--- src/rtl/atp_pkg.sv ---
// Shared ATP definitions: cash codes, FSM state encoding and code-to-rupee lookup.
// Used by both the note acceptor side and the change dispenser.
package atp_pkg;

    localparam int VAL_W     = 16;
    localparam int NUM_DENOM = 5;

    localparam logic [2:0] CASH_NONE = 3'b000;
    localparam logic [2:0] CASH_10   = 3'b001;
    localparam logic [2:0] CASH_50   = 3'b010;
    localparam logic [2:0] CASH_100  = 3'b011;
    localparam logic [2:0] CASH_200  = 3'b100;
    localparam logic [2:0] CASH_500  = 3'b101;

    typedef enum logic [2:0] {
        ST_IDLE,
        ST_SELECT,
        ST_ISSUE,
        ST_DONE,
        ST_SHORT
    } state_t;

    function automatic logic [VAL_W-1:0] cash_value(input logic [2:0] code);
        case (code)
            CASH_10:  cash_value = VAL_W'(10);
            CASH_50:  cash_value = VAL_W'(50);
            CASH_100: cash_value = VAL_W'(100);
            CASH_200: cash_value = VAL_W'(200);
            CASH_500: cash_value = VAL_W'(500);
            default:  cash_value = '0;
        endcase
    endfunction

endpackage

--- src/rtl/atp_change_dispenser_if.sv ---
// Refund request, stock maintenance and note-ejector handshake of the change dispenser.
interface atp_change_dispenser_if #(
    parameter int AMT_W = 16,
    parameter int CNT_W = 8
);
    logic             start;
    logic [AMT_W-1:0] refund_amount;
    logic             stock_load;
    logic [2:0]       stock_code;
    logic [CNT_W-1:0] stock_count;
    logic             note_ack;
    logic             note_valid;
    logic [2:0]       note_code;
    logic             busy;
    logic             done;
    logic             short_fall;
    logic [AMT_W-1:0] remaining;
    logic [AMT_W-1:0] dispensed_total;

    modport master (
        output start, refund_amount, stock_load, stock_code, stock_count, note_ack,
        input  note_valid, note_code, busy, done, short_fall, remaining, dispensed_total
    );

    modport slave (
        input  start, refund_amount, stock_load, stock_code, stock_count, note_ack,
        output note_valid, note_code, busy, done, short_fall, remaining, dispensed_total
    );
endinterface

--- src/rtl/atp_denom_select.sv ---
// Greedy priority picker: largest denomination that fits the balance and is still in stock.
module atp_denom_select
    import atp_pkg::*;
#(
    parameter int AMT_W = 16
) (
    input  logic [AMT_W-1:0]     remaining,
    input  logic [NUM_DENOM-1:0] stock_nz,
    output logic                 found,
    output logic [2:0]           code
);

    // NOTE: every combinational output gets a default first, so no path can infer a latch.
    always_comb begin
        found = 1'b0;
        code  = CASH_NONE;
        // Walk from 500 down to 10; the first hit wins.
        for (int i = NUM_DENOM; i >= 1; i--) begin
            if (!found && stock_nz[i-1] && (AMT_W'(cash_value(3'(i))) <= remaining)) begin
                found = 1'b1;
                code  = 3'(i);
            end
        end
    end

endmodule

--- src/rtl/atp_change_dispenser.sv ---
// Change dispenser: pays a refund as notes, one per ejector handshake, from a stocked inventory.
// Flags a shortfall when the balance cannot be paid exactly.
module atp_change_dispenser
    import atp_pkg::*;
#(
    parameter int AMT_W    = 16,
    parameter int CNT_W    = 8,
    parameter int INIT_CNT = 20
) (
    input  logic                   clk,
    input  logic                   reset,
    atp_change_dispenser_if.slave  bus
);

    state_t           state, state_nxt;
    logic [AMT_W-1:0] remaining_q;
    logic [AMT_W-1:0] total_q;
    logic [2:0]       code_q;
    logic [CNT_W-1:0] stock [NUM_DENOM];

    logic [NUM_DENOM-1:0] stock_nz;
    logic                 sel_found;
    logic [2:0]           sel_code;
    logic                 take_note;
    logic [AMT_W-1:0]     note_val;

    always_comb begin
        stock_nz = '0;
        for (int i = 0; i < NUM_DENOM; i++) begin
            stock_nz[i] = (stock[i] != '0);
        end
    end

    atp_denom_select #(.AMT_W(AMT_W)) u_select (
        .remaining (remaining_q),
        .stock_nz  (stock_nz),
        .found     (sel_found),
        .code      (sel_code)
    );

    assign note_val = AMT_W'(cash_value(code_q));

    // NOTE: sequential state is only ever assigned with <= so every flop samples pre-edge values.
    always_ff @(posedge clk) begin
        if (reset) begin
            state <= ST_IDLE;
        end else begin
            state <= state_nxt;
        end
    end

    always_comb begin
        state_nxt = state;
        take_note = 1'b0;
        case (state)
            ST_IDLE: begin
                if (bus.start) state_nxt = ST_SELECT;
            end
            ST_SELECT: begin
                // Zero balance must be tested first: the picker finds nothing for it.
                if (remaining_q == '0)  state_nxt = ST_DONE;
                else if (sel_found)     state_nxt = ST_ISSUE;
                else                    state_nxt = ST_SHORT;
            end
            ST_ISSUE: begin
                if (bus.note_ack) begin
                    take_note = 1'b1;
                    state_nxt = ST_SELECT;
                end
            end
            ST_DONE:  state_nxt = ST_IDLE;
            ST_SHORT: state_nxt = ST_IDLE;
            default:  state_nxt = ST_IDLE;
        endcase
    end

    always_ff @(posedge clk) begin
        if (reset) begin
            remaining_q <= '0;
            total_q     <= '0;
            code_q      <= CASH_NONE;
            // NOTE: the stock array is a true reset target; its reset value is the loaded inventory.
            for (int i = 0; i < NUM_DENOM; i++) begin
                stock[i] <= CNT_W'(INIT_CNT);
            end
        end else begin
            if (state == ST_IDLE && bus.start) begin
                remaining_q <= bus.refund_amount;
                total_q     <= '0;
            end
            if (state == ST_SELECT && remaining_q != '0 && sel_found) begin
                code_q <= sel_code;
            end
            if (take_note) begin
                remaining_q <= remaining_q - note_val;
                total_q     <= total_q + note_val;
            end
            // Codes 000/110/111 match no slot, so loads with them fall through untouched.
            for (int i = 0; i < NUM_DENOM; i++) begin
                if (state == ST_IDLE && bus.stock_load && bus.stock_code == 3'(i + 1)) begin
                    stock[i] <= bus.stock_count;
                end else if (take_note && code_q == 3'(i + 1)) begin
                    stock[i] <= stock[i] - CNT_W'(1);
                end
            end
        end
    end

    assign bus.note_valid      = (state == ST_ISSUE);
    assign bus.note_code       = code_q;
    assign bus.busy            = (state != ST_IDLE);
    assign bus.done            = (state == ST_DONE);
    assign bus.short_fall      = (state == ST_SHORT);
    assign bus.remaining       = remaining_q;
    assign bus.dispensed_total = total_q;

endmodule

--- src/flat_wrapper.sv ---
// flat-port wrapper written by rule: the top's interface ports become plain ports
module atp_change_dispenser_flat import atp_pkg::*;
#(
    parameter int AMT_W    = 16,
    parameter int CNT_W    = 8,
    parameter int INIT_CNT = 20
)
  (clk, reset, bus_start, bus_refund_amount, bus_stock_load, bus_stock_code, bus_stock_count, bus_note_ack, bus_note_valid, bus_note_code, bus_busy, bus_done, bus_short_fall, bus_remaining, bus_dispensed_total);
  atp_change_dispenser_if #(.AMT_W(AMT_W), .CNT_W(CNT_W)) bus_i ();
  input  logic clk;
  input  logic reset;
  input wire logic [$bits(bus_i.start)-1:0] bus_start;
  input wire logic [$bits(bus_i.refund_amount)-1:0] bus_refund_amount;
  input wire logic [$bits(bus_i.stock_load)-1:0] bus_stock_load;
  input wire logic [$bits(bus_i.stock_code)-1:0] bus_stock_code;
  input wire logic [$bits(bus_i.stock_count)-1:0] bus_stock_count;
  input wire logic [$bits(bus_i.note_ack)-1:0] bus_note_ack;
  output wire logic [$bits(bus_i.note_valid)-1:0] bus_note_valid;
  output wire logic [$bits(bus_i.note_code)-1:0] bus_note_code;
  output wire logic [$bits(bus_i.busy)-1:0] bus_busy;
  output wire logic [$bits(bus_i.done)-1:0] bus_done;
  output wire logic [$bits(bus_i.short_fall)-1:0] bus_short_fall;
  output wire logic [$bits(bus_i.remaining)-1:0] bus_remaining;
  output wire logic [$bits(bus_i.dispensed_total)-1:0] bus_dispensed_total;
  assign bus_i.start = bus_start;
  assign bus_i.refund_amount = bus_refund_amount;
  assign bus_i.stock_load = bus_stock_load;
  assign bus_i.stock_code = bus_stock_code;
  assign bus_i.stock_count = bus_stock_count;
  assign bus_i.note_ack = bus_note_ack;
  assign bus_note_valid = bus_i.note_valid;
  assign bus_note_code = bus_i.note_code;
  assign bus_busy = bus_i.busy;
  assign bus_done = bus_i.done;
  assign bus_short_fall = bus_i.short_fall;
  assign bus_remaining = bus_i.remaining;
  assign bus_dispensed_total = bus_i.dispensed_total;
  atp_change_dispenser #(.AMT_W(AMT_W), .CNT_W(CNT_W), .INIT_CNT(INIT_CNT)) u_core (.clk(clk), .reset(reset), .bus(bus_i));
endmodule
--- config.mk ---
export PLATFORM = sky130hd
export DESIGN_NAME = atp_change_dispenser_flat
export DESIGN_NICKNAME = d
export VERILOG_FILES = /design/src/rtl/atp_pkg.sv /design/src/rtl/atp_change_dispenser_if.sv /design/src/rtl/atp_denom_select.sv /design/src/rtl/atp_change_dispenser.sv /design/src/flat_wrapper.sv
export SDC_FILE = /design/constraint.sdc
export NUM_CORES = 1
export LEC_CHECK = 0
export CORE_ASPECT_RATIO = 1.5
export CORE_MARGIN = 4
export CORE_UTILIZATION = 60
export DETAILED_ROUTE_END_ITERATION = 10
export MAX_ROUTING_LAYER = met4
export PLACE_DENSITY = 0.95
export SYNTH_ARGS = -nofsm -noshare
export SYNTH_HDL_FRONTEND = slang
export SYNTH_HIERARCHICAL = 1
export SYNTH_SLANG_ARGS = --single-unit
--- constraint.sdc ---
create_clock -name clk -period 5.7 [get_ports clk]
set_input_delay 0.57 -clock clk [delete_from_list [all_inputs] [get_ports clk]]
set_output_delay 0.57 -clock clk [all_outputs]
set_load 0.005 [all_outputs]
==> results of run 1 <==
cell type report:
class                      count  area [um^2]
clock inverter                 6         62.6
sequential                    77         1940
clock buffer                  10          239
inverter                      32          120
tap                          107          134
multi-input combinational    466         3100
timing repair buffer          74          728
fill                         646         2190
placed cells by master (no fill, tap or decap), types with 4 or more instances in the layout:
cell type        Yosys  final
o2bb2ai_1            7      7
clkbuf_16            0      9
xnor2_1             22     22
nand3_1             12     12
nor3b_1              6      6
inv_1               32     32
nor2_1              71     71
o211ai_1            12     12
buf_4                1      5
a21oi_1             34     34
or4_1                4      4
xor2_1              17     17
mux2i_1              6      6
nand2b_1             5      5
and3_1               7      7
a22oi_1             11     11
or3_1               12     12
edfxtp_1            40     40
o21ai_0             18     18
a211oi_1             9      9
o31ai_1              4      4
o22ai_1              4      4
dfxtp_1             37     37
o21a_1               5      5
ha_1                23     23
nor3_1              24     24
nor4_1              14     14
nand2_1             53     53
a211oi_2            13     13
or2_2                5      5
clkdlybuf4s50_1      0     69
metrics by stage:
step | worst slack [ps] | hold WS [ps] | std cells
after floorplan | 2650 | 465 | 603
after global placement | 2440 | 474 | 756
after detailed placement | 2300 | 477 | 756
after CTS | 2380 | 488 | 772
after global routing | 2020 | 501 | 772
final | 2290 | 485 | 772
sequential cells by signal (all words and copies together) (netlist names):
signal and cells:
u_core/stock 40, u_core/bus.remaining 16, u_core/bus.dispensed_total 15, u_core/bus.note_code 3, u_core/state 3
cell usage after synthesis, types with 4 or more instances:
cell	instances	area, um^2
nor4_1	14	87.6
mux2i_1	6	60.1
a21oi_1	34	170
clkbuf_1	18	67.6
buf_2	5	25.0
o2bb2ai_1	7	61.3
a211oi_2	13	163
or2_2	5	31.3
nor3_1	24	120
dfxtp_1	37	741
edfxtp_1	40	1200
nand3_1	12	60.1
nor2_1	71	267
o211ai_1	12	90.1
nand2b_1	5	31.3
nand2_1	53	199
or4_1	4	30.0
xnor2_1	22	193
o21ai_0	18	90.1
o31ai_1	4	30.0
ha_1	23	288
o21a_1	5	37.5
xor2_1	17	149
nor3b_1	6	45.0
inv_1	32	120
a22oi_1	11	82.6
or3_1	12	75.1
a211oi_1	9	67.6
and3_1	7	43.8
o22ai_1	4	25.0
metal layers:
metal	routed length, um	vias to the layer above
met3	1180	64
li1	-	2354
met2	7940	286
met4	609	0
met1	5670	2406
met5	0	-
final timing paths:
kind	slack, ps	from	end	cells after the start
max	2290	u_core/bus.note_code[1]$_SDFFE_PP0P_	u_core/bus.remaining[9]$_SDFFE_PP0P_	13
max reg2reg	2290	u_core/bus.note_code[1]$_SDFFE_PP0P_	u_core/bus.remaining[9]$_SDFFE_PP0P_	13
min reg2reg	490	u_core/bus.dispensed_total[5]$_SDFFE_PP0P_	u_core/bus.dispensed_total[5]$_SDFFE_PP0P_	2
min	490	u_core/bus.dispensed_total[5]$_SDFFE_PP0P_	u_core/bus.dispensed_total[5]$_SDFFE_PP0P_	2
worst min-delay path, stage by stage (launching register included):
cell	delay, ps
dfxtp_1	330
nand2_1	60
a21oi_1	50
power by group through the flow:
| stage | Combinational [W] | Clock, W | Sequential [W] |
|---|---|---|---|
| after floorplan | 0.000277 | 0 | 0.000661 |
| after global placement | 0.000387 | 0 | 0.000677 |
| after detailed placement | 0.000396 | 0 | 0.000680 |
| after CTS | 0.000400 | 0.000587 | 0.000669 |
| after global routing | 0.000444 | 0.000613 | 0.000675 |
| final | 0.000410 | 0.000580 | 0.000671 |
logic make-up after synthesis:
logic type | after synthesis | share of synthesized area [%]
compound gates | 154 | 21.4
xor+xnor | 39 | 6.45
fa+ha+maj | 25 | 6.19
buf+inv | 60 | 4.72
flops | 77 | 36.7
mux | 9 | 1.77
other cells | 1 | 0.0708
simple gates | 238 | 22.7
==> reports/results.tsv, run 1 <==
metric	value	unit
status	finished clean	
RSZ-0062 raised after global routing	false	
synth unique cells	71	
max incr delay on CP	520	ps
Setup TNS	0	ps
Setup violations, final	0	
Routed WL	15400	um
met2 usage	53.2	%
DRC violation total after the first TritonRoute iteration	520	
f_max	293	MHz
Die Wd	84.7	um
WP buf/inv	2	
worst slew pin tran	1180	ps
sequential power share	40.4	%
max-cap violations	0	
placed cell areas	6030	um^2
Vias	5110	
gr usage total	30.8	%
CP max stage cell	dfxtp_1	
cts hold-fix bufs	0	
wire length per cell after detailed routing	19.9	um
CTS tree	done	
grt peak-use layer	met2	
number of synthesized flops with an enable pin	40	
total gr overflow	0	
vias per cell	6.62	
number of global-route vias before repair	5033	
Longest Clk Path Bufs	2	
row cnt	41	
syn_nets	660	
ys flop type	edfxtp_1	
ANT cells	0	
Tmin final	3410	ps
Int Power	0.00115	W
area grow syn2layout	19.5	%
clk_lat worst skew	340	ps
Sw Ratio	31.0	%
met1 GRT Util	33.7	%
Final Cycle Share	59.9	%
ANT nets after route	0	
CP max FO	11	
Layout Utilization	74.3	%
Rel. slew slack	21.2	%
layout cell share with drive strength beyond 1	6.92	%
worst-path cell chain	inv_1 -> ha_1 -> nor3_1 -> nor2_1 -> nor2_1 -> ha_1 -> inv_1 -> fa_1 -> a211o_1 -> a21oi_1 -> nor3_1 -> o41ai_1 -> o32ai_1	
Die ar.	10400	um^2
Seq/Total Area, Yosys	36.7	%
pin count of the biggest net entering global routing	45	
Final Instance Area	6330	um^2
critical path required time	5920	ps
final-report hold violation count	0	
post-CTS sizing	0	
clk_skew	7.72	ps
Final GP Congestion	0.937	
hpwl dp	11000	um
net count reported at finish	717	
crit end category	flip-flop	
Post-Syn Area	5300	um^2
Pins Over Slew Limit	0	
Clock Power Share	34.9	%
PortBufs	69	
Cells after Synth	603	
IO Pins	71	
Synth async-reset ratio	0	%
syn_area_per_cell	8.78	um^2
Total Power	0.00166	W
drt pass-1 iters	5	
min-delay worst type	reg2reg	
critical path class	reg2reg	
clk sinks	77	
# DRC	0	
Core ar.	8520	um^2
Clock Pin Slew Worst Setup and Hold Paths	60	ps
pwr dens	262	nW/um^2
Comb power frac	24.7	%
initial antenna violation count	0	
cts bufs inserted	9	
Initial Util	62.2	%
P_sw	0.000515	W
met3 Use GR	6.07	%
Post-CTS Repair Setup Buffers	0	
CP startpoint kind	flip-flop	
Worst VDD drop	0.194	mV
Crit path arrival time	3630	ps
chip height	123	um
global-route wire length before repair	24700	um
#FFs+latches synth	77	
H-tree depth	3	
root buffer cell	clkbuf_16	
Leak	2.31	nW
delay-heaviest family, CP	compound AO/OA/AOI/OAI gates	
yosys warns	6	
(Power assumes the default switching activity.)
==> run 2, diff against run 1 <==
- CORE_UTILIZATION: 60 -> 51
- PLACE_DENSITY: 0.95 -> 0.88
- clock period: 5.7 -> 2.9 ns (I/O delays scaled with it)
==> reports/results.tsv, run 2 (synthesis gave the netlist of run 1 again) <==
metric	value	unit	change
status	finished clean		
chip height	133	um	+7.9%
hpwl dp	11700	um	+5.9%
Vias	5314		+4.0%
wire length per cell after detailed routing	20.0	um	about the same
clk_lat worst skew	340	ps	about the same
Final GP Congestion	0.960		+2.5%
Leak	2.45	nW	+6.4%
root buffer cell	clkbuf_16		
Core ar.	10100	um^2	+19%
pin count of the biggest net entering global routing	27		-40%
clk sinks	77		unchanged
CP max FO	3		-8
gr usage total	27.3	%	-3.6 points
Worst VDD drop	0.350	mV	+81%
initial antenna violation count	0		unchanged
commonest non-fill, non-tap cells in the layout	nor2_1 (70), clkdlybuf4s50_1 (69), nand2_1 (53)		
pwr dens	499	nW/um^2	+90%
H-tree depth	3		unchanged
Initial Util	52.3	%	-9.9 points
commonest non-fill, non-tap cell in the layout	nor2_1		
crit end category	flip-flop		
net count reported at finish	745		+3.9%
PortBufs	69		unchanged
Rel. slew slack	56.8	%	+36 points
cts bufs inserted	9		unchanged
worst setup margin	53.4	ps	-2230 ps
clk_skew	8.33	ps	+0.610 ps
global-route wire length before repair	25800	um	+4.4%
Pins Over Slew Limit	0		unchanged
Reg with most FFs	u_core/stock		
min-delay worst type	reg2reg		
max incr delay on CP	480	ps	-40 ps
Clock Pin Slew Worst Setup and Hold Paths	60	ps	about the same
max FFs per register	40		unchanged
critical path required time	3130	ps	-2790 ps
drt pass-1 iters	6		+1
area grow syn2layout	25.6	%	
CP most frequent cell	o21ai_0		
Longest Clk Path Bufs	2		unchanged
max-cap violations	0		unchanged
Setup violations, final	0		unchanged
Die ar.	12100	um^2	+16%
ANT nets after route	0		unchanged
final-report hold violation count	0		unchanged
worst-path cell chain	nor4_4 -> nand2_1 -> or3_1 -> o21ai_0 -> o21ai_0 -> a21oi_1 -> nor2b_2 -> or3b_4 -> o311ai_4 -> mux2i_1 -> nor2_1		
row cnt	45		+9.8%
critical path class	reg2reg		
cts hold-fix bufs	0		unchanged
IO Pins	71		unchanged
vias per cell	6.56		-0.89%
Die Wd	91.2	um	+7.7%
placed cell areas	6210	um^2	+3.0%
Final Instance Area	6650	um^2	+5.1%
Routed WL	16200	um	+5.0%
Crit path arrival time	3080	ps	-550 ps
ANT cells	0		unchanged
total gr overflow	0		unchanged
# DRC	0		unchanged
RSZ-0062 raised after global routing	true		
CP max stage cell	edfxtp_1		
dpl ws	-34.8	ps	-2340 ps
WP buf/inv	0		-2
f_max	351	MHz	+20%
number of global-route vias before repair	5279		+4.9%
CP startpoint kind	flip-flop		
DRC violation total after the first TritonRoute iteration	423		-19%
delay-heaviest family, CP	simple AND/OR/NAND/NOR gates		
worst slew pin tran	646	ps	-536 ps
Final Cycle Share	98.2	%	+38 points
hold slack final	485	ps	-0.911 ps
CTS tree	done		
layout cell share with drive strength beyond 1	13.9	%	+6.9 points
Tmin final	2850	ps	-566 ps
==> run 2: worst min-delay path: cells and delay by family (launching register included) <==
kind / cells / cell delay [ps]
flops: 1 / 320
simple gates: 2 / 120
==> run 2: worst paths after layout <==
kind,start,to,slack (ps),cells past startpoint
worst min register to register,u_core/bus.dispensed_total[7]$_SDFFE_PP0P_,u_core/bus.dispensed_total[7]$_SDFFE_PP0P_,480,2
worst max register to register,u_core/stock[1][2]$_SDFFCE_PP1P_,u_core/bus.note_code[2]$_SDFFE_PP0P_,50,11
worst max-delay path,u_core/stock[1][2]$_SDFFCE_PP1P_,u_core/bus.note_code[2]$_SDFFE_PP0P_,50,11
worst min-delay path,u_core/bus.dispensed_total[7]$_SDFFE_PP0P_,u_core/bus.dispensed_total[7]$_SDFFE_PP0P_,480,2
==> run 2: where the power goes <==
part	switching (W)	leakage [nW]	internal [W]
clock network	0.000467	0.134	0.000600
logic	0.000521	1.63	0.000424
registers	0.0000895	0.688	0.00122
==> run 2: area by class of cell <==
type / instances / area, um^2
clock buffers: 10 / 239
multi-input cells: 466 / 3230
inverters: 32 / 120
well taps: 117 / 146
repair buffers: 102 / 938
fillers: 815 / 3480
clock inverters: 6 / 38.8
flip-flops and latches: 77 / 1940
==> run 2: what timing repair did <==
action                     in CTS  in global routing
pin swaps                       0                  6
resized for setup               1                 25
buffers inserted                0                  6
setup endpoints to repair       3                 21
==> run 2: per-layer routing <==
layer	GRT usage, %	part of all wire [%]	wire length, um	up-vias
met5	-	0	0	-
met4	15.7	5.3	850	0
met3	5.46	7.6	1230	84
met2	46.6	51	8320	307
met1	29.1	36	5780	2512
li1	-	-	-	2411
==> run 2: per-stage QoR <==
step / instances / setup TNS, ps / total power [W] / utilization, %
global placement: 788 / 0 / 0.00215 / 61.3
detailed placement: 788 / -70.3 / 0.00217 / 61.3
CTS: 804 / 0 / 0.00323 / 64.1
floorplan: 603 / 0 / 0.00185 / -
global route: 810 / -108 / 0.00346 / 65.6
finish: 810 / 0 / 0.00332 / 65.6
